===== src/rtl/cuckoo_pkg.sv =====
// rtl/cuckoo_pkg.sv - cuckoo table widths, FSM states and the hash/rebuild helpers shared with the banks
package cuckoo_pkg;

  localparam int TAG_W   = 12;
  localparam int INDEX_W = 6;
  localparam int KEY_W   = TAG_W + INDEX_W;

  typedef enum logic [2:0] {
    IDLE,
    PROBE,
    KICK_R,
    KICK_L,
    RESP
  } state_e;

  function automatic logic [TAG_W-1:0] key_tag(input logic [KEY_W-1:0] k);
    return k[KEY_W-1:INDEX_W];
  endfunction

  // Low index bits of (k ^ k >> INDEX_W) and (k ^ k >> 2*INDEX_W).
  function automatic logic [INDEX_W-1:0] idx_left(input logic [KEY_W-1:0] k);
    return k[INDEX_W-1:0] ^ k[2*INDEX_W-1:INDEX_W];
  endfunction

  function automatic logic [INDEX_W-1:0] idx_right(input logic [KEY_W-1:0] k);
    return k[INDEX_W-1:0] ^ k[3*INDEX_W-1:2*INDEX_W];
  endfunction

  function automatic logic [KEY_W-1:0] rebuild_left(input logic [TAG_W-1:0] t,
                                                    input logic [INDEX_W-1:0] idx);
    return {t, idx ^ t[INDEX_W-1:0]};
  endfunction

  function automatic logic [KEY_W-1:0] rebuild_right(input logic [TAG_W-1:0] t,
                                                     input logic [INDEX_W-1:0] idx);
    return {t, idx ^ t[2*INDEX_W-1:INDEX_W]};
  endfunction

endpackage


===== src/rtl/cuckoo_ctrl.sv =====
// rtl/cuckoo_ctrl.sv - 2-way cuckoo table controller: probes both banks, relocates victims up to MAX_KICKS
module cuckoo_ctrl
  import cuckoo_pkg::*;
#(
  parameter int TAG_WIDTH   = TAG_W,
  parameter int INDEX_WIDTH = INDEX_W,
  parameter int KEY_WIDTH   = TAG_WIDTH + INDEX_WIDTH,
  parameter int MAX_KICKS   = 8
) (
  input  logic                 clk,
  input  logic                 rst,
  input  logic                 req_valid_i,
  output logic                 req_ready_o,
  input  logic                 req_op_i,
  input  logic [KEY_WIDTH-1:0] req_key_i,
  output logic                 resp_valid_o,
  output logic                 resp_hit_o,
  output logic                 resp_fail_o,
  output logic [KEY_WIDTH-1:0] resp_key_o,
  output logic                 bl_read_o,
  output logic                 br_read_o,
  output logic                 bl_write_o,
  output logic                 br_write_o,
  output logic [KEY_WIDTH-1:0] bl_data_o,
  output logic [KEY_WIDTH-1:0] br_data_o,
  input  logic [TAG_WIDTH-1:0] bl_tag_i,
  input  logic [TAG_WIDTH-1:0] br_tag_i
);

  localparam int KICK_W = (MAX_KICKS > 0) ? $clog2(MAX_KICKS + 1) : 1;

  state_e                 state, state_n;
  logic [KEY_WIDTH-1:0]   carry, carry_n, key_q, key_n;
  logic                   is_insert, op_n, hit_q, hit_n, fail_q, fail_n;
  logic [KICK_W-1:0]      kicks, kicks_n;

  logic [TAG_WIDTH-1:0]   carry_tag;
  logic [INDEX_WIDTH-1:0] carry_il, carry_ir;
  logic                   legal, hit, kicks_done;

  assign carry_tag  = key_tag(carry);
  assign carry_il   = idx_left(carry);
  assign carry_ir   = idx_right(carry);
  assign legal      = (carry_tag != '0);
  assign hit        = (bl_tag_i == carry_tag) || (br_tag_i == carry_tag);
  assign kicks_done = (kicks == KICK_W'(MAX_KICKS));

  always_ff @(posedge clk or posedge rst) begin
    if (rst) begin
      state     <= IDLE;
      carry     <= '0;
      key_q     <= '0;
      is_insert <= 1'b0;
      kicks     <= '0;
      hit_q     <= 1'b0;
      fail_q    <= 1'b0;
    end else begin
      state     <= state_n;
      carry     <= carry_n;
      key_q     <= key_n;
      is_insert <= op_n;
      kicks     <= kicks_n;
      hit_q     <= hit_n;
      fail_q    <= fail_n;
    end
  end

  always_comb begin
    state_n    = state;
    carry_n    = carry;
    key_n      = key_q;
    op_n       = is_insert;
    kicks_n    = kicks;
    hit_n      = hit_q;
    fail_n     = fail_q;
    bl_read_o  = 1'b0;
    br_read_o  = 1'b0;
    bl_write_o = 1'b0;
    br_write_o = 1'b0;
    case (state)
      IDLE: begin
        if (req_valid_i) begin
          op_n    = req_op_i;
          key_n   = req_key_i;
          carry_n = req_key_i;
          kicks_n = '0;
          hit_n   = 1'b0;
          fail_n  = 1'b0;
          state_n = PROBE;
        end
      end
      PROBE: begin
        state_n = RESP;
        if (!legal) begin
          fail_n = 1'b1;
        end else begin
          bl_read_o = 1'b1;
          br_read_o = 1'b1;
          hit_n     = hit;
          if (hit || !is_insert) begin
            hit_n = hit;
          end else if (bl_tag_i == '0) begin
            bl_write_o = 1'b1;
          end else if (br_tag_i == '0) begin
            br_write_o = 1'b1;
          end else if (kicks_done) begin
            fail_n = 1'b1;
          end else begin
            // Take the left slot and carry its resident over to the right bank.
            bl_write_o = 1'b1;
            carry_n    = rebuild_left(bl_tag_i, carry_il);
            kicks_n    = kicks + KICK_W'(1);
            state_n    = KICK_R;
          end
        end
      end
      KICK_R: begin
        br_read_o = 1'b1;
        state_n   = RESP;
        if (br_tag_i == '0) begin
          br_write_o = 1'b1;
        end else if (kicks_done) begin
          fail_n = 1'b1;
        end else begin
          br_write_o = 1'b1;
          carry_n    = rebuild_right(br_tag_i, carry_ir);
          kicks_n    = kicks + KICK_W'(1);
          state_n    = KICK_L;
        end
      end
      KICK_L: begin
        bl_read_o = 1'b1;
        state_n   = RESP;
        if (bl_tag_i == '0) begin
          bl_write_o = 1'b1;
        end else if (kicks_done) begin
          fail_n = 1'b1;
        end else begin
          bl_write_o = 1'b1;
          carry_n    = rebuild_left(bl_tag_i, carry_il);
          kicks_n    = kicks + KICK_W'(1);
          state_n    = KICK_R;
        end
      end
      RESP:    state_n = IDLE;
      default: state_n = IDLE;
    endcase
  end

  assign req_ready_o  = (state == IDLE);
  assign resp_valid_o = (state == RESP);
  assign resp_hit_o   = (state == RESP) && hit_q;
  assign resp_fail_o  = (state == RESP) && fail_q;
  // On failure carry holds whichever key was left without a slot.
  assign resp_key_o   = (state != RESP) ? '0 : (fail_q ? carry : key_q);
  assign bl_data_o    = (bl_read_o || bl_write_o) ? carry : '0;
  assign br_data_o    = (br_read_o || br_write_o) ? carry : '0;

endmodule

===== config.mk =====
export PLATFORM = sky130hd
export DESIGN_NAME = cuckoo_ctrl
export DESIGN_NICKNAME = d
export VERILOG_FILES = /design/src/rtl/cuckoo_pkg.sv /design/src/rtl/cuckoo_ctrl.sv
export SDC_FILE = /design/constraint.sdc
export NUM_CORES = 1
export LEC_CHECK = 0
export ABC_AREA = 0
export ABC_CLOCK_PERIOD_IN_PS = 2700
export BUFFER_PORTS_ARGS = -buffer_cell sky130_fd_sc_hd__buf_2
export CORE_MARGIN = 1
export CORE_UTILIZATION = 51
export DETAILED_ROUTE_END_ITERATION = 8
export PLACE_DENSITY = 0.86
export SLEW_MARGIN = 0
export SYNTH_ARGS = -nofsm -noshare
export SYNTH_HDL_FRONTEND = slang
export SYNTH_SLANG_ARGS = --single-unit

===== constraint.sdc =====
create_clock -name clk -period 2.7 [get_ports clk]
set_clock_uncertainty 0.05 [all_clocks]
set_input_delay 0.54 -clock clk [delete_from_list [all_inputs] [get_ports clk]]
set_output_delay 0.54 -clock clk [all_outputs]
set_load 0.005 [all_outputs]

; Word-level counts from Yosys, hierarchy flattened
; Index checks and enable logic that the tools add are counted.
[classes]
n_addsub = 1
eq_ne = 18
muxes = 58
bitwise = 4
n_reduce_logical = 18
[ops]
columns = operator, n
row1 = 18-bit two-way mux, 13
row2 = 18-bit case mux with 4 select lines, 1
row3 = 4-bit two-way mux, 7
row4 = 3-bit two-way mux, 9
row5 = 12-bit equality test, 2
row6 = 12-bit logical NOT, 2
row7 = 6-bit bitwise XOR, 4
row8 = 1-bit two-way mux, 20
row9 = "2-bit != test, second input constant", 8
row10 = 4-bit case mux with 4 select lines, 1
row11 = 3-bit case mux with 4 select lines, 1
row12 = 12-bit nonzero test, 1
row13 = 1-bit case mux with 2 select lines, 5
row14 = "3-bit != test, second input constant", 3
row15 = 9-bit AND reduction, 1
row16 = "3-bit by 2-bit equality test with 1-bit output, second input constant", 2
row17 = 6-bit AND reduction, 1
row18 = 5-bit AND reduction, 1
row19 = "4-bit by 1-bit adder with 4-bit output, second input constant", 1
row20 = "4-bit equality test, second input constant", 1
row21 = 1-bit logical OR, 4
row22 = 1-bit case mux with 4 select lines, 1
row23 = 4-bit nonzero test, 1
row24 = "3-bit by 1-bit equality test with 1-bit output, second input constant", 1
row25 = 7 further kinds, 8
[word_totals]
ff_bits = 46
wordCells = 106

; Depth between registers and ports, before layout
[depth]
word_depth = 9
mapped_depth = 10
depth_no_buf = 9

; Least setup slack after synthesis
; Ideal clock, no wire load.
[synth_path]
path_kind = flip-flop to output port
startpoint = reg carry[6]
endpoint = out bl_data_o[14]
arrival_time_ns = 1.815
required_time_ns = 2.110
setup_slack_ns = 0.295
stages_incl_launch_ff = 10
path_cell_list = dfrtp_1 > buf_2 > nor4_1 > and3_1 > inv_1 > nand3_1 > and2_1 > clkbuf_1 > buf_2 > nor2b_1
[synth_via]
elab_chain_len = 8
[synth_rtl]
columns = element, line
row1 = "start, declared", cuckoo_ctrl.sv:33  ; logic [KEY_WIDTH-1:0] carry, carry_n, key_q, key_n;
row2 = "start signal, assigned", cuckoo_ctrl.sv:59  ; carry <= carry_n;
row3 = 12-bit equality test, cuckoo_ctrl.sv:45  ; assign hit = (bl_tag_i == carry_tag) || (br_tag_i == carry_tag);
row4 = 1-bit logical OR, cuckoo_ctrl.sv:45
row5 = 1-bit logical OR, cuckoo_ctrl.sv:100  ; if (hit || !is_insert) begin
row6 = 1-bit two-way mux, cuckoo_ctrl.sv:100
row7 = 1-bit two-way mux, cuckoo_ctrl.sv:94  ; if (!legal) begin
row8 = 1-bit case mux with 2 select lines, cuckoo_ctrl.sv:80  ; case (state)
row9 = 1-bit logical OR (*), cuckoo_ctrl.sv:156  ; assign bl_data_o = (bl_read_o || bl_write_o) ? carry : '0;
row10 = 18-bit two-way mux (*), cuckoo_ctrl.sv:156
row11 = "end, declared", cuckoo_ctrl.sv:24  ; output logic [KEY_WIDTH-1:0] bl_data_o,
; Every way passes the cells marked *; elsewhere a longest branch is shown, timed or not.

; Worst setup path after layout
[layout_path]
startpoint = reg carry[7]
endpoint = out bl_data_o[7]
[layout_via]
elab_chain_len = 8
[layout_rtl]
columns = element, line
row1 = 12-bit equality test, cuckoo_ctrl.sv:45
row2 = 1-bit logical OR, cuckoo_ctrl.sv:45
row3 = 1-bit logical OR, cuckoo_ctrl.sv:100
row4 = 1-bit two-way mux, cuckoo_ctrl.sv:100
row5 = 1-bit two-way mux, cuckoo_ctrl.sv:94
row6 = 1-bit case mux with 2 select lines, cuckoo_ctrl.sv:80
row7 = 1-bit logical OR, cuckoo_ctrl.sv:156
row8 = 18-bit two-way mux (*), cuckoo_ctrl.sv:156
; Marked as above.

==> run_results.csv <==
group,metric,value,unit
logic_synthesis,ys_seq_area_share,35.3,%
placement,port_buffers,107,
cts,cts.root.buffer_cell,"clkbuf_8",
cts,cts_tree,"done",
power_and_ir_drop,ir_drop,0.000658,V
global_route,grt_pass1_vias,3066,
global_route,grt_max_degree,47,
logic_synthesis,async_reset_ff_share,100,%
sta,final.min_clock_period,2.76,ns
cts,clk_latency,0.30,ns
logic_synthesis,synth_compound_area_share,15.8,%
logic_synthesis,synth-simple-area-share,21.4,%
logic_synthesis,ys_types,41,
worst_setup_path,ff2ff_path_depth,8,
worst_setup_path,crit_slowest_cell,"dfrtp_2",
power_and_ir_drop,leakagePower,1.99,nW
status,status,"complete, but fails checks",
sta,hold_viol,0,
worst_setup_path,end_kind,"output port",
logic_synthesis,synth_ff_type,"dfrtp_1",
detailed_routing,wirelength,10400,um
power_and_ir_drop,seqPwrFrac,28.7,%
cts,cts-buffers-inserted,5,
power_and_ir_drop,p_sw_share,45.5,%
detailed_routing,num_vias,3425,
sta,setup_tns,-0.601,ns
detailed_routing,drtIter0Drc,410,
final_layout,drive_above_1_share,40.1,%
sta,whs,0.322,ns
logic_synthesis,synth_nets,438,
power_and_ir_drop,power.internal,2.76,mW
floorplanning,boundaryPins,108,
final_layout,fill_cells,469,
worst_setup_path,slowest_delay,0.47,ns
placement,hpwlAfterDp,7460,um
logic_synthesis,ys_ff_latch,46,
floorplanning,die_x,82.0,um
placement,placed_cell_area,0.00390,mm2
sta,slew_headroom,61.2,%
final_layout,nets,546,
cts,holdBufCountCts,0,
logic_synthesis,syn_inst,390,
final_layout,area_growth,29.9,%
floorplanning,start_util,53.9,%
global_route,grt_usage,31.2,%
worst_setup_path,cp.required,2.11,ns
power_and_ir_drop,power_frac_clock,10.3,%
sta,drv_slew,0,
floorplanning,core_area,0.00606,mm2
cts,clk_pin_slew,0.09,ns
detailed_routing,wl_per_cell,18.1,um
logic_synthesis,synth-xor-area-share,8.32,%
sta,finalSetupViolCount,19,
floorplanning,die_h,82.0,um
logic_synthesis,yosys.area.top_type,"dfrtp_1",
logic_synthesis,muxShareOfSynthArea,11.7,%
logic_synthesis,synth_fa_ha_area_share,0.767,%
logic_synthesis,yosys-top-cells-area,"dfrtp_1 (35%), mux2_2 (6.2%), nor2_1 (5.6%), mux2i_1 (5.5%), nor2b_1 (5.0%)",
floorplanning,rows,28,
final_layout,final_area,0.00424,mm2
detailed_routing,viasPerCell,5.97,
worst_setup_path,r2r_start,"state[0]$_DFFE_PP0P_",
power_and_ir_drop,p_switching,2.31,mW
worst_setup_path,critical_path_class,"flip-flop to output port",
cts,htreeDepth,2,
worst_setup_path,regToRegSetupSlack,0.34,ns
power_and_ir_drop,p_comb_share,61.0,%
final_layout,diodes,0,
sta,fin_crit_sh,102,%
sta,fmax,362,MHz
power_and_ir_drop,power.density,1190,mW/mm2
cts,clk_path_buf_depth,2,
placement,dp_cells,556,
logic_synthesis,synth.cell_area,0.00326,mm2
global_route,overflow,0,
global_route,grt_pass1_wl,15500,um
job,max-cap-violations,0,
detailed_routing,postRouteAntennaNets,0,
logic_synthesis,synth_top_family_by_area,"simple AND/OR/NAND/NOR gates",
final_layout,fin_util,69.9,%
sta,worst_pin_slew,0.577,ns
cts,cts.sinks,46,
worst_hold_path,min-delay-path-class,"input port to async pin",
worst_setup_path,path_max_fanout,10,
status,violations,"setup timing",
worst_setup_path,cp_cell_sequence,"nor4_2 -> and3_2 -> inv_1 -> nand3_2 -> and2_1 -> buf_6 -> nor2b_1 -> buf_2",
worst_setup_path,r2r_end,"carry[0]$_DFFE_PP0P_",
logic_synthesis,synth_edf_count,0,
power_and_ir_drop,total_power,5.06,mW
placement,gp_congestion,1.03,
global_route,antenna_found_initial,0,
worst_setup_path,cp.arrival,2.17,ns
detailed_routing,firstDrtPassIters,5,
logic_synthesis,synth_top_cell_area_share,35.3,%
worst_setup_path,crit_path_start_kind,"flip-flop",
logic_synthesis,avgSynthCellArea,8.37,um2
final_layout,layout.cells.non_filler,574,
logic_synthesis,ys.warnings.count,0,
sta,worst_slack,-0.0630,ns
placement,dp_slack,0.179,ns
detailed_routing,drc,0,
sta,grt_setup_unrepaired,"true",
floorplanning,die_area,0.00672,mm2
-- layer usage --
layer | vias to the layer above | routed length (um) | track usage (%) | share of wire, %
li1 | 1563 | - | - | -
met2 | 234 | 4870 | 50.2 | 47
met5 | - | 0 | 0 | 0
met4 | 0 | 345 | 10.2 | 3.3
met1 | 1594 | 4180 | 42.7 | 40
met3 | 34 | 1010 | 4.78 | 9.7
-- worst max path at each step --
stage                          start       endpoint  slack, ns
2_1_floorplan   carry[6]$_DFFE_PP0P_  bl_data_o[14]       0.30
3_3_place_gp             bl_tag_i[2]     br_write_o       0.20
4_1_cts        carry[16]$_DFFE_PP0P_     br_write_o     -0.009
5_1_grt         carry[7]$_DFFE_PP0P_   bl_data_o[7]      -0.12
6_report        carry[7]$_DFFE_PP0P_   bl_data_o[7]      -0.06
3_5_place_dp    carry[9]$_DFFE_PP0P_   bl_data_o[8]       0.18
-- power groups by stage --
stage	Clock [mW]	Sequential [mW]	Combinational, mW
finish	0.523	1.45	3.09
global route	0.554	1.50	3.39
CTS	0.527	1.42	2.85
detailed placement	0	1.41	2.82
global placement	0	1.40	2.74
floorplan	0	1.14	2.10
-- critical path: cells and delay by family, from the launching register on --
family	cells	cell delay, ns
buffers and inverters	3	0.38
DFF	1	0.47
and+or+nand+nor	5	1.02
-- timing repair --
item,CTS,global route
resized for setup,9,25
endpoints found under the setup margin,30,43
pin swaps,1,1
buffers inserted,2,8
-- sequential cells by signal, summed over array words and instances (netlist names) --
signal and count:
carry 18, key_q 18, kicks 4, state 3, fail_q 1, hit_q 1, is_insert 1
-- kinds of logic (layout without fill, tap and decap cells) --
family | Yosys count | count (layout)
simple gates | 141 | 141
xor+xnor | 31 | 31
buf+inv | 53 | 162
mux | 36 | 36
fa+ha+maj | 2 | 2
flops | 46 | 46
compound gates | 81 | 81
-- final cells by class --
class | count | area [um2] | area share [%]
inverter | 17 | 63.8 | 1.51
sequential | 46 | 1170 | 27.5
multi-input combinational | 291 | 2030 | 47.8
tap | 75 | 93.8 | 2.21
timing repair buffer | 137 | 781 | 18.4
clock inverter | 3 | 40.0 | 0.945
clock buffer | 5 | 68.8 | 1.62
-- Yosys cell counts (6+ instances only) --
cell	count
nor2b_1	26
a21oi_1	23
o21ai_0	9
clkbuf_1	18
nor3_1	11
mux2_2	18
dfrtp_1	46
a221oi_1	8
nor2_1	49
xnor2_1	18
o22ai_1	6
inv_1	17
o21ai_1	13
mux2i_1	18
nand2_1	20
nor4_1	13
xor2_1	13
buf_2	16
a22oi_1	12
-- layout by cell type (no fill, tap or decap), types with 6 or more instances in the layout --
cell type and instances:
buf_2 107, nor2_1 48, dfrtp_1 34, buf_4 27
nor2b_1 26, a21oi_1 23, nand2_1 20, mux2_2 18
mux2i_1 18, inv_1 16, o21ai_1 13, xnor2_1 12
a22oi_1 12, dfrtp_2 12, nor3_1 10, xor2_1 9
o21ai_0 9, nor4_1 8, a221oi_1 8, xnor2_2 6
o22ai_1 6
(Power assumes the default switching activity.)
